`src/rtl/m3_ramp_scheduler.sv`:
```
// m3_ramp_scheduler: command sequencer in front of the motor power/speed
// calculator. Turns run/stop/direction/target requests into start,
// force-stop, invert and speed INC/DEC levels, and tracks the commanded
// level by counting completed electrical rounds.
// Optional feature: define M3_SCHED_REVERSE_EN for on-the-fly reversal.
//
// state     | meaning
// ----------+-----------------------------------------------------------
// IDLE      | calculator idle (start=1), level 0, waiting for run
// START     | start=0 held START_CYCLES cycles before ramping
// RAMP_UP   | INC=1, one level per ROUNDS_PER_LEVEL counted round ticks
// RUN       | steady speed, INC=DEC=0
// RAMP_DOWN | DEC=1, toward target, or toward 0 when stopping/reversing
// STOP      | start=1 for one cycle, then IDLE
// ABORT     | force stop, level cleared, wait for all requests released
module m3_ramp_scheduler #(
  parameter int START_CYCLES     = 16,
  parameter int ROUNDS_PER_LEVEL = 4,
  parameter int LEVEL_W          = 8
) (
  input  logic               clkI,
  input  logic               rstI,
  input  logic               cmdRunI,
  input  logic               cmdStopI,
  input  logic               cmdDirI,
  input  logic [LEVEL_W-1:0] targetLevelI,
  input  logic               roundTickI,
  input  logic               faultI,
  output logic               m3startO,
  output logic               m3forceStopO,
  output logic               m3invRotateO,
  output logic               m3speedINCo,
  output logic               m3speedDECo,
  output logic [LEVEL_W-1:0] levelO,
  output logic [2:0]         stateO,
  output logic               busyO
);

  typedef enum logic [2:0] {
    IDLE      = 3'd0,
    START     = 3'd1,
    RAMP_UP   = 3'd2,
    RUN       = 3'd3,
    RAMP_DOWN = 3'd4,
    STOP      = 3'd5,
    ABORT     = 3'd6
  } stateT;

  localparam int TICK_W  = (ROUNDS_PER_LEVEL > 1) ? $clog2(ROUNDS_PER_LEVEL) : 1;
  localparam int START_W = (START_CYCLES > 1) ? $clog2(START_CYCLES) : 1;
  localparam logic [TICK_W-1:0]  TICK_LAST  = TICK_W'(ROUNDS_PER_LEVEL - 1);
  localparam logic [START_W-1:0] START_LOAD = START_W'(START_CYCLES - 1);
  localparam logic [LEVEL_W-1:0] LEVEL_MAX  = '1;

  stateT              state, nextState;
  logic [LEVEL_W-1:0] levelNext;
  logic [LEVEL_W-1:0] goalDown;
  logic [TICK_W-1:0]  tickCnt, tickCntNext;
  logic [START_W-1:0] startCnt, startCntNext;
  logic               lastDir, lastDirNext;
  logic               alignPend, alignNext;
  logic               stopFlag, stopNext;
  logic               invNext;
  logic               stopping;
  logic               reversing;

`ifdef M3_SCHED_REVERSE_EN
  logic revFlag, revNext;
  assign reversing = revFlag;
`else
  assign reversing = 1'b0;
`endif

  assign stateO = state;

  // Next-state, level and ramp bookkeeping; abort and ramp entry are applied last so they override.
  always_comb begin
    nextState    = state;
    levelNext    = levelO;
    tickCntNext  = tickCnt;
    startCntNext = startCnt;
    lastDirNext  = lastDir;
    alignNext    = alignPend;
    stopNext     = stopFlag;
    invNext      = m3invRotateO;
    stopping     = stopFlag | ~cmdRunI;
    goalDown     = (stopping || reversing) ? '0 : targetLevelI;
`ifdef M3_SCHED_REVERSE_EN
    revNext      = revFlag;
`endif

    case (state)
      IDLE: begin
        levelNext = '0;
        stopNext  = 1'b0;
        if (cmdRunI && !faultI && !cmdStopI) begin
          invNext      = cmdDirI;
          startCntNext = START_LOAD;
          nextState    = START;
        end
      end
      START: begin
        if (startCnt == '0) begin
          nextState = (targetLevelI > levelO) ? RAMP_UP : RUN;
        end else begin
          startCntNext = startCnt - START_W'(1);
        end
      end
      RAMP_UP: begin
        if (!cmdRunI) begin
          nextState = RAMP_DOWN;
          stopNext  = 1'b1;
        end
`ifdef M3_SCHED_REVERSE_EN
        else if (cmdDirI != m3invRotateO) begin
          nextState = RAMP_DOWN;
          revNext   = 1'b1;
        end
`endif
        else begin
          if (roundTickI) begin
            if (alignPend) begin
              alignNext   = 1'b0;
              lastDirNext = 1'b0;
            end else if (tickCnt == TICK_LAST) begin
              tickCntNext = '0;
              if (levelO != LEVEL_MAX) levelNext = levelO + LEVEL_W'(1);
            end else begin
              tickCntNext = tickCnt + TICK_W'(1);
            end
          end
          if (levelNext >= targetLevelI) nextState = RUN;
        end
      end
      RUN: begin
        if (!cmdRunI) begin
          nextState = RAMP_DOWN;
          stopNext  = 1'b1;
        end
`ifdef M3_SCHED_REVERSE_EN
        else if (cmdDirI != m3invRotateO) begin
          nextState = RAMP_DOWN;
          revNext   = 1'b1;
        end
`endif
        else if (targetLevelI > levelO) begin
          nextState = RAMP_UP;
        end else if (targetLevelI < levelO) begin
          nextState = RAMP_DOWN;
        end
      end
      RAMP_DOWN: begin
        stopNext = stopping;
        if (roundTickI) begin
          if (alignPend) begin
            alignNext   = 1'b0;
            lastDirNext = 1'b1;
          end else if (tickCnt == TICK_LAST) begin
            tickCntNext = '0;
            if (levelO != '0) levelNext = levelO - LEVEL_W'(1);
          end else begin
            tickCntNext = tickCnt + TICK_W'(1);
          end
        end
        if (levelNext <= goalDown) begin
          if (stopping) begin
            nextState = STOP;
          end else if (reversing) begin
            invNext   = ~m3invRotateO;
`ifdef M3_SCHED_REVERSE_EN
            revNext   = 1'b0;
`endif
            nextState = RAMP_UP;
          end else begin
            nextState = RUN;
          end
        end
      end
      STOP: begin
        levelNext = '0;
        stopNext  = 1'b0;
`ifdef M3_SCHED_REVERSE_EN
        revNext   = 1'b0;
`endif
        nextState = IDLE;
      end
      ABORT: begin
        levelNext = '0;
        stopNext  = 1'b0;
`ifdef M3_SCHED_REVERSE_EN
        revNext   = 1'b0;
`endif
        if (!cmdRunI && !faultI && !cmdStopI) nextState = IDLE;
      end
      default: nextState = IDLE;
    endcase

    // A tick coinciding with abort is dropped: all bookkeeping keeps its old value.
    if ((state != IDLE) && (state != ABORT) && (cmdStopI || faultI)) begin
      nextState    = ABORT;
      levelNext    = '0;
      tickCntNext  = tickCnt;
      startCntNext = startCnt;
      lastDirNext  = lastDir;
      alignNext    = alignPend;
      stopNext     = 1'b0;
      invNext      = m3invRotateO;
`ifdef M3_SCHED_REVERSE_EN
      revNext      = 1'b0;
`endif
    end

    // Entering a ramp: restart the round count, and discard the first tick
    // when the calculator has to spend a round switching direction.
    if (((nextState == RAMP_UP) || (nextState == RAMP_DOWN)) && (nextState != state)) begin
      tickCntNext = '0;
      alignNext   = (nextState == RAMP_DOWN) ^ lastDirNext;
    end
  end

  // State, bookkeeping and registered outputs derived from the next state.
  always_ff @(posedge clkI) begin
    if (rstI) begin
      state        <= IDLE;
      levelO       <= '0;
      tickCnt      <= '0;
      startCnt     <= '0;
      lastDir      <= 1'b0;
      alignPend    <= 1'b0;
      stopFlag     <= 1'b0;
      m3invRotateO <= 1'b0;
      m3startO     <= 1'b1;
      m3forceStopO <= 1'b0;
      m3speedINCo  <= 1'b0;
      m3speedDECo  <= 1'b0;
      busyO        <= 1'b0;
`ifdef M3_SCHED_REVERSE_EN
      revFlag      <= 1'b0;
`endif
    end else begin
      state        <= nextState;
      levelO       <= levelNext;
      tickCnt      <= tickCntNext;
      startCnt     <= startCntNext;
      lastDir      <= lastDirNext;
      alignPend    <= alignNext;
      stopFlag     <= stopNext;
      m3invRotateO <= invNext;
      m3startO     <= (nextState == IDLE) || (nextState == STOP) || (nextState == ABORT);
      m3forceStopO <= (nextState == ABORT);
      m3speedINCo  <= (nextState == RAMP_UP);
      m3speedDECo  <= (nextState == RAMP_DOWN);
      busyO        <= (nextState != IDLE);
`ifdef M3_SCHED_REVERSE_EN
      revFlag      <= revNext;
`endif
    end
  end

endmodule

```
`config.mk`:
```
export PLATFORM = sky130hd
export DESIGN_NAME = m3_ramp_scheduler
export DESIGN_NICKNAME = d
export VERILOG_FILES = /design/src/rtl/m3_ramp_scheduler.sv
export SDC_FILE = /design/constraint.sdc
export NUM_CORES = 1
export LEC_CHECK = 0
export ABC_AREA = 1
export CORE_MARGIN = 4
export CORE_UTILIZATION = 50
export CTS_CLUSTER_SIZE = 20
export DETAILED_ROUTE_END_ITERATION = 10
export DONT_BUFFER_PORTS = 1
export GPL_TIMING_DRIVEN = 0
export PLACE_DENSITY = 0.64
export SLEW_MARGIN = 10
export SYNTH_ARGS = -nofsm -noshare
export SYNTH_HDL_FRONTEND = slang
export SYNTH_SLANG_ARGS = --single-unit
export TNS_END_PERCENT = 1
```
`constraint.sdc`:
```
create_clock -name clkI -period 4 [get_ports clkI]
set_input_delay 0.2 -clock clkI [delete_from_list [all_inputs] [get_ports clkI]]
set_output_delay 0.2 -clock clkI [all_outputs]
set_load 0.05 [all_outputs]
```
### After elaboration in Yosys (flattened, before gate mapping)

Cells that the tools add are included.

| storage, ports and cells | value |
|---|---|
| register bits | 26 |

| operators by class | value |
|---|---|
| mux-type cells | 49 |
| equality and inequality tests | 20 |
| order comparisons | 4 |
| add/subtract/negate cells | 4 |
| reductions and logical operators | 35 |
| bitwise operators | 4 |

Operators with widths:

| cell | number |
|---|---|
| 8-bit two-way mux | 13 |
| 3-bit two-way mux | 11 |
| 8-bit one-hot mux with 3 select lines | 1 |
| 3-bit == test, second input constant | 6 |
| 3-bit one-hot mux with 6 select lines | 1 |
| 3-bit nonzero test | 5 |
| 1-bit two-way mux | 12 |
| 3-bit by 2-bit == test with 1-bit output, second input constant | 3 |
| 3-bit AND reduction | 3 |
| 8-bit by 1-bit adder with 8-bit output, second input constant | 1 |
| 8-bit greater-or-equal comparator | 1 |
| 8-bit > comparator | 1 |
| 8-bit <= comparator | 1 |
| 8-bit less-than comparator | 1 |
| 2-bit two-way mux | 4 |
| 4-bit two-way mux | 2 |
| 2-bit != test, second input constant | 4 |
| 8-bit != test, second input constant | 1 |
| 4-bit one-hot mux with 2 select lines | 1 |
| 8-bit nonzero test | 1 |
| 8-bit by 1-bit subtractor with 8-bit output, second input constant | 1 |
| 1-bit logical AND | 7 |
| 3-bit logical NOT | 2 |
| 3-bit != test, second input constant | 2 |
| 20 further kinds | 31 |

### Depth between registers and ports, before layout

| depth | value |
|---|---|
| depth after elaboration | 17 |
| gate-level depth with buffers | 28 |
| mapped depth without buffers | 28 |

### Worst setup path before layout

Ideal clock, no wire load.

| timing | value |
|---|---|
| path type | flip-flop to flip-flop |
| start point | register levelO[0] |
| end point | register alignPend |
| arrival | 3.010 ns |
| slack | 0.875 ns |
| period minus slack after synthesis | 3.125 ns |
| data required time | 3.885 ns |
| stages on the path, launching flop included | 24 |
| path through | dfxtp_1 ha_1 nand2_1 nor2_2 a31oi_4 nand3_1 nand2_1 nand3_1 inv_1 ha_1 a21oi_1 nor2_1 nor3_1 nand2_1 nand2_1 nand2_1 nor2_1 nand2_2 nand2_2 nand2_1 nand2_1 nand2_1 a21oi_1 nor2_1 |

| between the ends | value |
|---|---|
| word-level cells in the longest chain between the ends | 17 |
| elaborated cells on any way between the ends | 40 |
| classes of those cells | add/sub (2); order compare (4); eq/ne (6); mux (22); bitwise (1); reduce/logical (5) |

Ends and longest elaborated chain:

| element | RTL line | source |
|---|---|---|
| from (decl) | 34 | `output logic [LEVEL_W-1:0] levelO,` |
| from (signal assigned) | 242 | `levelO <= levelNext;` |
| 8-bit by 1-bit adder with 8-bit output or 8-bit != test (tied branches) | 127 | `if (levelO != LEVEL_MAX) levelNext = levelO + LEVEL_W'(1);` |
| 8-bit two-way mux | 127 |  |
| 8-bit two-way mux | 125 | `end else if (tickCnt == TICK_LAST) begin` |
| 8-bit two-way mux | 122 | `if (alignPend) begin` |
| 8-bit two-way mux | 121 | `if (roundTickI) begin` |
| 8-bit two-way mux | 110 | `if (!cmdRunI) begin` |
| 8-bit two-way mux | 92 | `case (state)` |
| 8-bit greater-or-equal comparator | 132 | `if (levelNext >= targetLevelI) nextState = RUN;` |
| 3-bit two-way mux | 132 |  |
| 3-bit two-way mux | 110 |  |
| 3-bit one-hot mux with 6 select lines (*) | 92 |  |
| 3-bit two-way mux (*) | 199 | `if ((state != IDLE) && (state != ABORT) && (cmdStopI \|\| faultI)) begin` |
| 3-bit by 2-bit == test with 1-bit output or 3-bit == test (tied branches) | 215, 217 |  |
| 1-bit logical OR | 215 | `if (((nextState == RAMP_UP) \|\| (nextState == RAMP_DOWN)) && (nextState != state)) begin` |
| 1-bit logical AND | 215 |  |
| 3-bit != test (no source line), or another cell as far along | - |  |
| 3-bit AND reduction (no source line) | - |  |
| to (signal assigned) | 246 | `alignPend <= alignNext;` |
| to (decl) | 61 | `logic alignPend, alignNext;` |

Every way passes the cells marked *; elsewhere a longest branch is shown, timed or not. The select of a mux whose other input is x is not followed.
A chain may end at the register's enable or synchronous reset.

### Worst setup path in the final report

| timing | value |
|---|---|
| start point | register levelO[2] |
| end point | register tickCnt[1] |

| between the ends | value |
|---|---|
| word-level cells in the longest chain between the ends | 16 |
| elaborated cells on any way between the ends | 35 |
| classes of those cells | add/sub (2); order compare (4); eq/ne (4); mux (21); reduce/logical (4) |

Ends and longest elaborated chain:

| element | RTL line | source |
|---|---|---|
| 8-bit by 1-bit adder with 8-bit output or 8-bit != test (tied branches) | 127 |  |
| 8-bit two-way mux | 127 |  |
| 8-bit two-way mux | 125 |  |
| 8-bit two-way mux | 122 |  |
| 8-bit two-way mux | 121 |  |
| 8-bit two-way mux | 110 |  |
| 8-bit two-way mux | 92 |  |
| 8-bit greater-or-equal comparator | 132 |  |
| 3-bit two-way mux | 132 |  |
| 3-bit two-way mux | 110 |  |
| 3-bit one-hot mux with 6 select lines (*) | 92 |  |
| 3-bit two-way mux (*) | 199 |  |
| 3-bit by 2-bit == test with 1-bit output or 3-bit == test (tied branches) | 215 |  |
| 1-bit logical OR | 215 |  |
| 1-bit logical AND (*) | 215 |  |
| 2-bit OR reduction (no source line) (*) | - |  |
| to (signal assigned) | 243 | `tickCnt <= tickCntNext;` |
| to (decl) | 58 | `logic [TICK_W-1:0] tickCnt, tickCntNext;` |

Marks and branches as above.

==> key figures <==
Outcome
  • Status: completed

Cells and area
  • Post-route cell area: 2710 um^2
  • Net count reported at finish: around 460
  • Area grow syn2layout: 6.77%
  • Number of diodes: 0
  • Share of cells above drive strength 1: 0.0931
  • Fillcell total: 536

Critical path
  • WP data required: roughly 4.2 ns
  • Critical path launch point: levelO[2]$_SDFFE_PP0P_
  • Worst endpoint data arrival time: 3.79 ns
  • Setup CP Type: register to register
  • Critical path startpoint category: register
  • Critical-path maximum fanout: 6
  • Worst setup EP type: register
  • RR Startpoint: levelO[2]$_SDFFE_PP0P_

STA
  • Max_slew headroom: 0.492
  • Count of final setup violators: 0
  • Clk_skew: between 0.015 and 0.02 ns
  • Fin crit share: 0.904
  • Max-slew violation count: 0
  • Shortest period the worst path allows: 3.62 ns
  • Setup TNS Final: 0 ns
  • Achievable Freq: 0.276 GHz
  • RSZ-0062 raised after global routing: no
  • Hold WS: 0.0605 ns
  • Least-Margin Pin Slew: 0.761 ns
  • Final hold violation count: 0
  • Final worst slack: about 0.38 ns

Detailed routing
  • Final wirelength: 6350 um
  • Total vias in the final route: roughly 2500
  • Router iterations before antenna repair: 7
  • DRT iter0 DRCs: 257
  • Via density: 5.14
  • Final ANT Viol Nets: 0
  • Remaining DRCs: 0
  • Drt wl/cell: 13.1 um

Clocking
  • H-tree Lvls: 1
  • Total CTS buffers: 3
  • Clock tree root buffer cell: clkbuf_8
  • CTS tree: done
  • Clock buffer depth: 2
  • Clock net sink count: 26
  • Skew-Pair Late Insertion Delay: 0.29 ns
  • Clock transition at the registers of the reported paths: 0.11 ns

Synth
  • Net Count, Synth: 458
  • Synth top area cells: dfxtp_1, nand2_1, ha_1
  • Syn. warnings: 0
  • Cell taking the most area after synthesis: dfxtp_1
  • Mapped Avg Cell Area: 6.12 um^2
  • Most common flop cell mapped by yosys: dfxtp_1
  • Fraction of registers with async set/reset: 0
  • Netlist cell types: 32
  • Number of synthesized flops with an enable pin: 0
  • Synthesized area: 2530 um^2
  • Mapped Cells: 414
  • Register bit total from synthesis: 26
  • Post-synthesis sequential area ratio: 0.205
  • Area share of the largest cell type after synthesis: 0.205

Pwr
  • LEAKAGE: 1.44 nW
  • Pwr/cell area: about 740 nW/um^2
  • Worst vdd rail ir drop: 308 uV

Global routing
  • GRT overflow: 0
  • Grt met3 use: 0.0238
  • Met2 usage: 0.331
  • Vias in the first global route: 2321
  • First-pass GRT wire length: 11100 um
  • Antenna violations before repair: 0
  • Total GRT Usage: 0.221
  • Largest net degree at the start of global routing: 16
  • Met1 Use GR: 0.337
  • Gr busiest metal: met1

Die
  • Chip height: ~79 um
  • Num rows: 25
  • IO Pins: 32
  • Core area: 4820 um^2
  • Die W: 79.2 um
  • Initial Util: 0.526
  • Die ar.: ~6300 um^2

Worst hold path
  • Worst Hold Launch: cmdDirI
  • HP Class: input pin to register

Place
  • Final HPWL DP: 5150 um
  • Post-Place Cell Area: about 2600 um^2
  • Final GP Congestion: between 0.9 and 1
  • Pre-CTS setup slack: 0.265 ns
  • # port buffers: 0

Job
  • Maximum capacitance violations: 0
## per-layer routing
metal,vias up,share of wire,wire (um)
met3,4,0.053,339
li1,1326,-,-
met2,68,0.43,2710
met5,-,0,0
met1,1101,0.51,3240
met4,0,0.0083,53
## what timing repair did
item,CTS,global route
setup buffers,0,0
endpoints found under the setup margin,0,3
gates resized for setup,0,5
endpoints found under the hold margin,6,0
hold buffers,1,0
## flip-flops by register name, indices dropped and copies added (netlist names), 2 cells and up
name,count
levelO,8
tickCnt,2
stateO,3
startCnt,4
## synthesized netlist by cell type (2+ instances only)
cell type,count
a31oi_1,7
ha_1,29
o21ai_0,17
nor2_4,2
buf_2,2
inv_1,72
nand2_1,115
o211ai_1,4
nor3_1,7
nor2_1,49
a21oi_2,2
nand3_2,2
nand4_1,4
o21ai_1,2
xor2_1,4
nand3_4,2
a21oi_1,15
nand3_1,24
inv_2,6
dfxtp_1,26
a21o_1,2
nand2_2,6
nor2_2,6
## path summary, 6_finish.rpt
check / end / slack, ns / cells after the start
worst max-delay path: tickCnt[1]$_SDFFE_PP0P_ / 0.38 / 22
worst min-delay path: m3invRotateO$_SDFFE_PP0P_ / 0.06 / 2
worst max register to register: tickCnt[1]$_SDFFE_PP0P_ / 0.38 / 22
worst min register to register: startCnt[0]$_SDFFE_PP0P_ / 0.46 / 1
## power by group
group	internal (mW)	switching [mW]	total, mW
clock network	0.134	0.0979	0.232
registers	0.350	0.312	0.662
logic	0.373	0.743	1.12
## cells in the final DEF, fill, tap and decap left out, drive strengths merged, types with 4 or more instances in the layout
master and count:
o21ai 19, o211ai 4, a31oi 8, clkbuf 4, dfxtp 26, inv 78
nand4 4, xor2 4, nor2 57, ha 29, a21oi 17, nor3 7
nand3 28, nand2 121
## cell type report
type / instances / area, um^2 / share of cell area
multi-input cells: 307 / 1710 / 0.631
flip-flops and latches: 26 / 527 / 0.195
inverters: 78 / 293 / 0.108
well taps: 67 / 83.8 / 0.0310
clock buffers: 3 / 41.3 / 0.0153
clock inverters: 1 / 30.0 / 0.0111
plain buffers: 3 / 13.8 / 0.00509
repair buffers: 1 / 10.0 / 0.00370
## per-stage QoR
step	utilization	instances	total power, mW
floorplan	-	414	1.52
global placement	0.543	481	1.75
detailed placement	0.543	481	1.78
CTS	0.560	486	2.01
global route	0.562	486	2.22
finish	0.562	486	2.01
## worst max-delay path, cell delays in order (launching register included)
cell	delay [ns]
dfxtp_1	0.75
inv_2	0.18
nor3_1	0.49
nand3_1	0.22
nand2_1	0.11
inv_1	0.06
ha_1	0.28
nand2_1	0.08
nor2_1	0.05
nor2_1	0.07
o21ai_0	0.18
nand2_1	0.11
nand2_1	0.08
nand2_1	0.07
nand2_1	0.04
nor2_1	0.13
nand2_2	0.11
nand2_2	0.09
nand3_1	0.10
nand2_1	0.11
nand2_1	0.06
nand2_1	0.08
nor2_1	0.05
## logic make-up (layout without fill, tap and decap cells)
group,after synthesis,in the layout,share of synthesized area
adder cells (fa/ha/maj),29,29,0.143
multiplexers,3,3,0.0128
AND/OR/NAND/NOR,218,218,0.377
buffers and inverters,81,86,0.121
AO/OA/AOI/OAI,53,53,0.127
XOR/XNOR,4,4,0.0138
flip-flops,26,26,0.205
No activity file was read; power rests on OpenSTA's default activity.
